<file path="config.mk">
export PLATFORM = sky130hd
export DESIGN_NAME = imem_fetch_responder
export DESIGN_NICKNAME = d
export VERILOG_FILES = /design/src/rtl/ifr_pkg.sv /design/src/rtl/ifr_timeout_ctr.sv /design/src/rtl/imem_fetch_responder.sv
export SDC_FILE = /design/constraint.sdc
export NUM_CORES = 1
export LEC_CHECK = 0
export CAP_MARGIN = 20
export CORE_MARGIN = 4
export CORE_UTILIZATION = 37
export CTS_CLUSTER_SIZE = 12
export DETAILED_ROUTE_END_ITERATION = 6
export GPL_TIMING_DRIVEN = 0
export PLACE_DENSITY = 0.82
export SLEW_MARGIN = 20
export SYNTH_ARGS = -nofsm -noshare
export SYNTH_HDL_FRONTEND = slang
export SYNTH_SLANG_ARGS = --single-unit
</file>
<file path="constraint.sdc">
create_clock -name clk -period 1.8 [get_ports clk]
set_input_delay 0.18 -clock clk [delete_from_list [all_inputs] [get_ports clk]]
set_output_delay 0.18 -clock clk [all_outputs]
set_load 0.05 [all_outputs]
</file>
<file path="src/rtl/ifr_pkg.sv">
// Shared types and constants for the instruction-fetch responder.
package ifr_pkg;

    typedef enum logic [2:0] {
        IDLE,
        MEM_WAIT,
        RESP,
        DRAIN,
        PF_WAIT
    } ifr_state_e;

    localparam logic [31:0] SPARC_NOP = 32'h0100_0000;

endpackage

</file>
<file path="src/rtl/ifr_timeout_ctr.sv">
// Wait-cycle counter: clear/enable, saturating, terminal flag at TIMEOUT-1.
module ifr_timeout_ctr #(
    parameter int TIMEOUT = 64
) (
    input  logic clk,
    input  logic reset,
    input  logic clear,
    input  logic enable,
    output logic terminal
);
    localparam int CW = $clog2(TIMEOUT);

    logic [CW-1:0] count;

    assign terminal = (count == CW'(TIMEOUT - 1));

    always_ff @(posedge clk or posedge reset) begin
        if (reset) begin
            count <= '0;
        end else if (clear) begin
            count <= '0;
        end else if (enable && !terminal) begin
            count <= count + 1'b1;
        end
    end

endmodule

</file>
<file path="src/rtl/imem_fetch_responder.sv">
// Instruction-fetch responder: one outstanding PC request against a variable-latency memory.
// Defining IFR_PREFETCH_EN adds a one-entry next-line prefetch buffer.
module imem_fetch_responder
    import ifr_pkg::*;
#(
    parameter int ADDR_W  = 10,
    parameter int TIMEOUT = 64
) (
    input  logic              clk,
    input  logic              reset,
    input  logic              req_valid,
    output logic              req_ready,
    input  logic [31:0]       req_pc,
    input  logic              flush,
    output logic              rsp_valid,
    input  logic              rsp_ready,
    output logic [31:0]       rsp_instr,
    output logic              rsp_err,
    output logic              mem_rd_en,
    output logic [ADDR_W-1:0] mem_addr,
    input  logic [31:0]       mem_rdata,
    input  logic              mem_rvalid
);
    ifr_state_e        state, state_nxt;
    logic              drain_after, drain_after_nxt;
    logic [31:0]       rsp_instr_nxt;
    logic              rsp_err_nxt;
    logic              rd_issue;
    logic [ADDR_W-1:0] rd_addr;
    logic              ctr_clear, ctr_enable, ctr_terminal;
    logic [ADDR_W-1:0] req_word;

    function automatic logic pc_ok(input logic [31:0] pc);
        return (pc[1:0] == 2'b00) && (pc[31:ADDR_W+2] == '0);
    endfunction

    assign req_word  = req_pc[ADDR_W+1:2];
    assign req_ready = (state == IDLE);
    assign rsp_valid = (state == RESP);

`ifdef IFR_PREFETCH_EN
    logic              pf_valid;
    logic [ADDR_W-1:0] pf_addr;
    logic [31:0]       pf_data;
    logic [ADDR_W-1:0] pc_word;
    logic              pf_load;
    logic              pf_hit;

    assign pf_hit = pf_valid && (req_word == pf_addr);
`endif

    ifr_timeout_ctr #(.TIMEOUT(TIMEOUT)) u_timeout (
        .clk      (clk),
        .reset    (reset),
        .clear    (ctr_clear),
        .enable   (ctr_enable),
        .terminal (ctr_terminal)
    );

    always_comb begin
        state_nxt       = state;
        drain_after_nxt = drain_after;
        rsp_instr_nxt   = rsp_instr;
        rsp_err_nxt     = rsp_err;
        rd_issue        = 1'b0;
        rd_addr         = mem_addr;
        ctr_clear       = 1'b0;
        ctr_enable      = 1'b0;
`ifdef IFR_PREFETCH_EN
        pf_load         = 1'b0;
`endif
        case (state)
            IDLE: begin
                if (req_valid && !flush) begin
                    drain_after_nxt = 1'b0;
                    if (!pc_ok(req_pc)) begin
                        state_nxt     = RESP;
                        rsp_instr_nxt = SPARC_NOP;
                        rsp_err_nxt   = 1'b1;
                    end
`ifdef IFR_PREFETCH_EN
                    else if (pf_hit) begin
                        state_nxt     = RESP;
                        rsp_instr_nxt = pf_data;
                        rsp_err_nxt   = 1'b0;
                    end
`endif
                    else begin
                        state_nxt = MEM_WAIT;
                        rd_issue  = 1'b1;
                        rd_addr   = req_word;
                        ctr_clear = 1'b1;
                    end
                end
            end
            MEM_WAIT: begin
                ctr_enable = 1'b1;
                if (flush) begin
                    // A read completing in the flush cycle leaves nothing to drain.
                    state_nxt = mem_rvalid ? IDLE : DRAIN;
                end else if (mem_rvalid) begin
                    state_nxt     = RESP;
                    rsp_instr_nxt = mem_rdata;
                    rsp_err_nxt   = 1'b0;
                end else if (ctr_terminal) begin
                    state_nxt       = RESP;
                    rsp_instr_nxt   = SPARC_NOP;
                    rsp_err_nxt     = 1'b1;
                    drain_after_nxt = 1'b1;
                end
            end
            RESP: begin
                if (flush || rsp_ready) begin
                    if (drain_after) begin
                        state_nxt = DRAIN;
                    end
`ifdef IFR_PREFETCH_EN
                    else if (!flush && !rsp_err && (pc_word != '1)) begin
                        state_nxt = PF_WAIT;
                        rd_issue  = 1'b1;
                        rd_addr   = pc_word + 1'b1;
                        ctr_clear = 1'b1;
                    end
`endif
                    else begin
                        state_nxt = IDLE;
                    end
                end
            end
            DRAIN: begin
                if (mem_rvalid) begin
                    state_nxt = IDLE;
                end
            end
`ifdef IFR_PREFETCH_EN
            PF_WAIT: begin
                ctr_enable = 1'b1;
                if (flush) begin
                    state_nxt = mem_rvalid ? IDLE : DRAIN;
                end else if (mem_rvalid) begin
                    state_nxt = IDLE;
                    pf_load   = 1'b1;
                end else if (ctr_terminal) begin
                    state_nxt = DRAIN;
                end
            end
`endif
            default: state_nxt = IDLE;
        endcase
    end

    always_ff @(posedge clk or posedge reset) begin
        if (reset) begin
            state       <= IDLE;
            drain_after <= 1'b0;
            rsp_instr   <= '0;
            rsp_err     <= 1'b0;
            mem_rd_en   <= 1'b0;
            mem_addr    <= '0;
        end else begin
            state       <= state_nxt;
            drain_after <= drain_after_nxt;
            rsp_instr   <= rsp_instr_nxt;
            rsp_err     <= rsp_err_nxt;
            mem_rd_en   <= rd_issue;
            mem_addr    <= rd_addr;
        end
    end

`ifdef IFR_PREFETCH_EN
    // Buffer is consumed by a hit and invalidated by any other request or any flush.
    always_ff @(posedge clk or posedge reset) begin
        if (reset) begin
            pf_valid <= 1'b0;
            pf_addr  <= '0;
            pf_data  <= '0;
            pc_word  <= '0;
        end else begin
            if (pf_load) begin
                pf_valid <= 1'b1;
                pf_data  <= mem_rdata;
            end else if (flush || (state == IDLE && req_valid)) begin
                pf_valid <= 1'b0;
            end
            if (state == RESP && rd_issue) begin
                pf_addr <= rd_addr;
            end
            if (state == IDLE && req_valid && !flush) begin
                pc_word <= req_word;
            end
        end
    end
`endif

endmodule

</file>
==> flow_summary.json <==
{
  "cp_cell_sequence": "clkdlybuf4s50_1 > nor4_2 > nand4_1 > buf_4 > nor2_4 > a211oi_4 > buf_6 > buf_4 > mux2i_2",
  "grt_usage": 0.158,
  "yosysWarningCount": 0,
  "crit_buf_inv": 4,
  "finalCritPeriodShare": 1.02,
  "cts_buffers": 5,
  "grt_remaining_overflow": 0,
  "max_freq_mhz": 546,
  "syn_to_final_growth_pct": 65.5,
  "power_frac_clock": 0.355,
  "worst_slew_pin_slew_ns": 0.531,
  "slowest_delay_ns": 0.43,
  "coreArea_um2": 6390,
  "portBuffers": 115,
  "worstPathMaxFanout": 6,
  "final_area_um2": 4050,
  "start_kind": "primary input",
  "antenna_found_initial": 0,
  "root_buffer": "clkbuf_8",
  "initial_core_util": 0.383,
  "final_core_util": 0.633,
  "grt_pass1_vias": 2228,
  "firstDrtPassIters": 4,
  "worst_slew_margin_rel": 0.645,
  "p_leak_nw": 1.64,
  "hold_buffers": 0,
  "place_congestion": 0.741,
  "die_area_um2": 7970,
  "drtIter0Drc": 40,
  "final_layout_size_suffix_gt1_frac": 0.151,
  "drc": 0,
  "cts_tree": "built",
  "clock-sinks": 53,
  "placed_area_um2": 3710,
  "status": "finished, violations left",
  "drt-total-wl_um": 6220,
  "p_comb_frac": 0.133,
  "die-width_um": 89.3,
  "grt_pass1_wl_um": 9890,
  "finalNetCount": 434,
  "syn_nets": 301,
  "required_ns": 1.98,
  "grt_max_degree": 35,
  "arrival_ns": 2.01,
  "violations": "setup timing",
  "irDropWorstVdd_mv": 0.416,
  "syn_area_um2": 2440,
  "ys_ff_latch": 53,
  "clockBufferDepth": 2,
  "place_inst": 423,
  "fillers": 539,
  "syn_inst": 230,
  "die_height_um": 89.3,
  "row_count": 29,
  "ioPinCount": 116,
  "rsz0062_at_grt": "yes",
  "layout_min_cycle_time_ns": 1.83,
  "hold_viol_final": 0,
  "clk_latency_ns": 0.30,
  "p_int_mw": 1.84,
  "synthFlopType": "dfrtp_1",
  "synth_cell_types": 28,
  "yosysTopAreaCell": "dfrtp_1",
  "synth_edf_count": 0,
  "switching_share": 0.209,
  "end_kind": "flip-flop",
  "p_switching_mw": 0.487,
  "synthTopCellsByArea": "dfrtp_1 54%, mux2i_1 14%, nand2_1 5.5%",
  "antenna_left": 0,
  "powerDensity_nw_per_um2": 576,
  "vias": 2085,
  "routedWlPerCell_um": 14.1,
  "ys_seq_area_frac": 0.543,
  "fin_worst_skew_ns": 0.0104,
  "cts_max_level": 2,
  "synth_top_area_frac": 0.543,
  "fin_ws_ns": -0.0310,
  "hold_path.class": "in2async",
  "worst-setup-path-type": "in2reg",
  "cp_slowest_cell": "clkdlybuf4s50_1",
  "hpwl_um": 4630,
  "stdcell_count": 441,
  "drv_slew": 0,
  "syn_area_per_cell_um2": 10.6,
  "crit_path_frequent_cell": "buf_4",
  "via_per_inst": 4.73,
  "clk_pin_slew_ns": 0.09,
  "finalSetupViolations": 16,
  "seq_power_share": 0.512,
  "async_flop_share": 1.00,
  "crit_family": "buffers and inverters",
  "cap_violations": 0,
  "antenna_cells": 0
}
[logic make-up after synthesis]
| logic type | synth area share |
|---|---|
| simple gates | 0.140 |
| compound gates | 0.0282 |
| mux | 0.186 |
| xor+xnor | 0.0179 |
| fa+ha+maj | 0.00512 |
| flops | 0.543 |
| buf+inv | 0.0799 |
[cell usage after synthesis, types with 2 or more instances]
master and instances:
buf_4 2, inv_1 35, and3_1 2, nand4_1 5, a21oi_1 4, nor4_1 5
clkbuf_1 4, nor3_1 4, o21ai_0 2, dfrtp_1 53, nand2_1 36, mux2_2 11
xor2_1 4, mux2i_1 33, nor2_1 15, buf_6 3
[sequential cells by signal (all words and copies together), names as in the netlist]
signal           flops
rsp_err              1
state                2
mem_rd_en            1
u_timeout.count      6
rsp_instr           32
mem_addr            10
drain_after          1
[per-layer routing]
| layer | GRT usage | part of all wire |
|---|---|---|
| met3 | 0.0590 | 0.089 |
| met1 | 0.186 | 0.39 |
| met5 | 0 | 0 |
| met2 | 0.269 | 0.50 |
| met4 | 0.0474 | 0.015 |
[final timing paths]
| check | start | cells past startpoint | end | slack (ns) |
|---|---|---|---|---|
| setup reg to reg | u_timeout.count[3]$_DFFE_PP0P_ | 6 | rsp_instr[24]$_DFFE_PP0P_ | 0.04 |
| hold reg to reg | mem_addr[5]$_DFFE_PP0P_ | 1 | mem_addr[5]$_DFFE_PP0P_ | 0.51 |
| hold / removal | reset | 2 | rsp_instr[7]$_DFFE_PP0P_ | 0.19 |
| min in group clk | mem_rdata[13] | 3 | rsp_instr[13]$_DFFE_PP0P_ | 0.42 |
| max in group asynchronous | reset | 3 | rsp_err$_DFFE_PP0P_ | 1.08 |
| setup / recovery | req_pc[27] | 9 | rsp_instr[15]$_DFFE_PP0P_ | -0.03 |
[worst reg2reg max path, stage by stage (launching register included)]
cell and delay, ns:
dfrtp_1 0.39, and3_4 0.23, and3_4 0.19, nor2_1 0.07
a211oi_4 0.24, buf_6 0.19, mux2_2 0.34
[repair_timing]
| item | 4_1_cts | 5_1_grt |
|---|---|---|
| resized for setup | 12 | 23 |
| pin swaps | 3 | 1 |
| endpoints found under the setup margin | 47 | 47 |
| cloned | 0 | 2 |
| buffers inserted | 7 | 2 |
[placed cells by master, fill, tap and decap left out, types with 6 or more instances in the layout]
cell             count
buf_4               10
clkbuf_8             6
mux2_2              11
clkdlybuf4s50_1    112
nand2_1             36
inv_1               34
mux2i_1             29
dfrtp_1             53
nor2_1              14
[stage by stage]
| step | hold WS, ns | TNS, ns | worst slack, ns | power, mW |
|---|---|---|---|---|
| 2_1_floorplan | 0.318 | 0 | 0.0610 | 1.31 |
| 3_3_place_gp | 0.489 | -52.25 | -0.668 | 1.49 |
| 3_5_place_dp | 0.494 | -17.68 | -0.472 | 1.50 |
| 4_1_cts | 0.194 | -0.0862 | -0.0602 | 2.35 |
| 5_1_grt | 0.240 | -2.44 | -0.0957 | 2.43 |
| 6_report | 0.189 | -0.293 | -0.0310 | 2.33 |
[power by group through the flow]
stage | Combinational (mW) | Sequential, mW | Clock, mW
finish | 0.309 | 1.19 | 0.827
global route | 0.332 | 1.19 | 0.900
CTS | 0.290 | 1.19 | 0.864
detailed placement | 0.281 | 1.22 | 0
global placement | 0.272 | 1.22 | 0
floorplan | 0.0976 | 1.22 | 0
[cell type report]
class	count	area, µm²	area share
multi-input combinational	133	1010	0.249
tap	77	96.3	0.0238
timing repair buffer	127	1290	0.319
inverter	35	131	0.0325
clock buffer	7	86.3	0.0213
sequential	53	1330	0.328
buffer	8	75.1	0.0186
clock inverter	1	30.0	0.00742
Note: power is estimated with default switching activity, not from simulation.
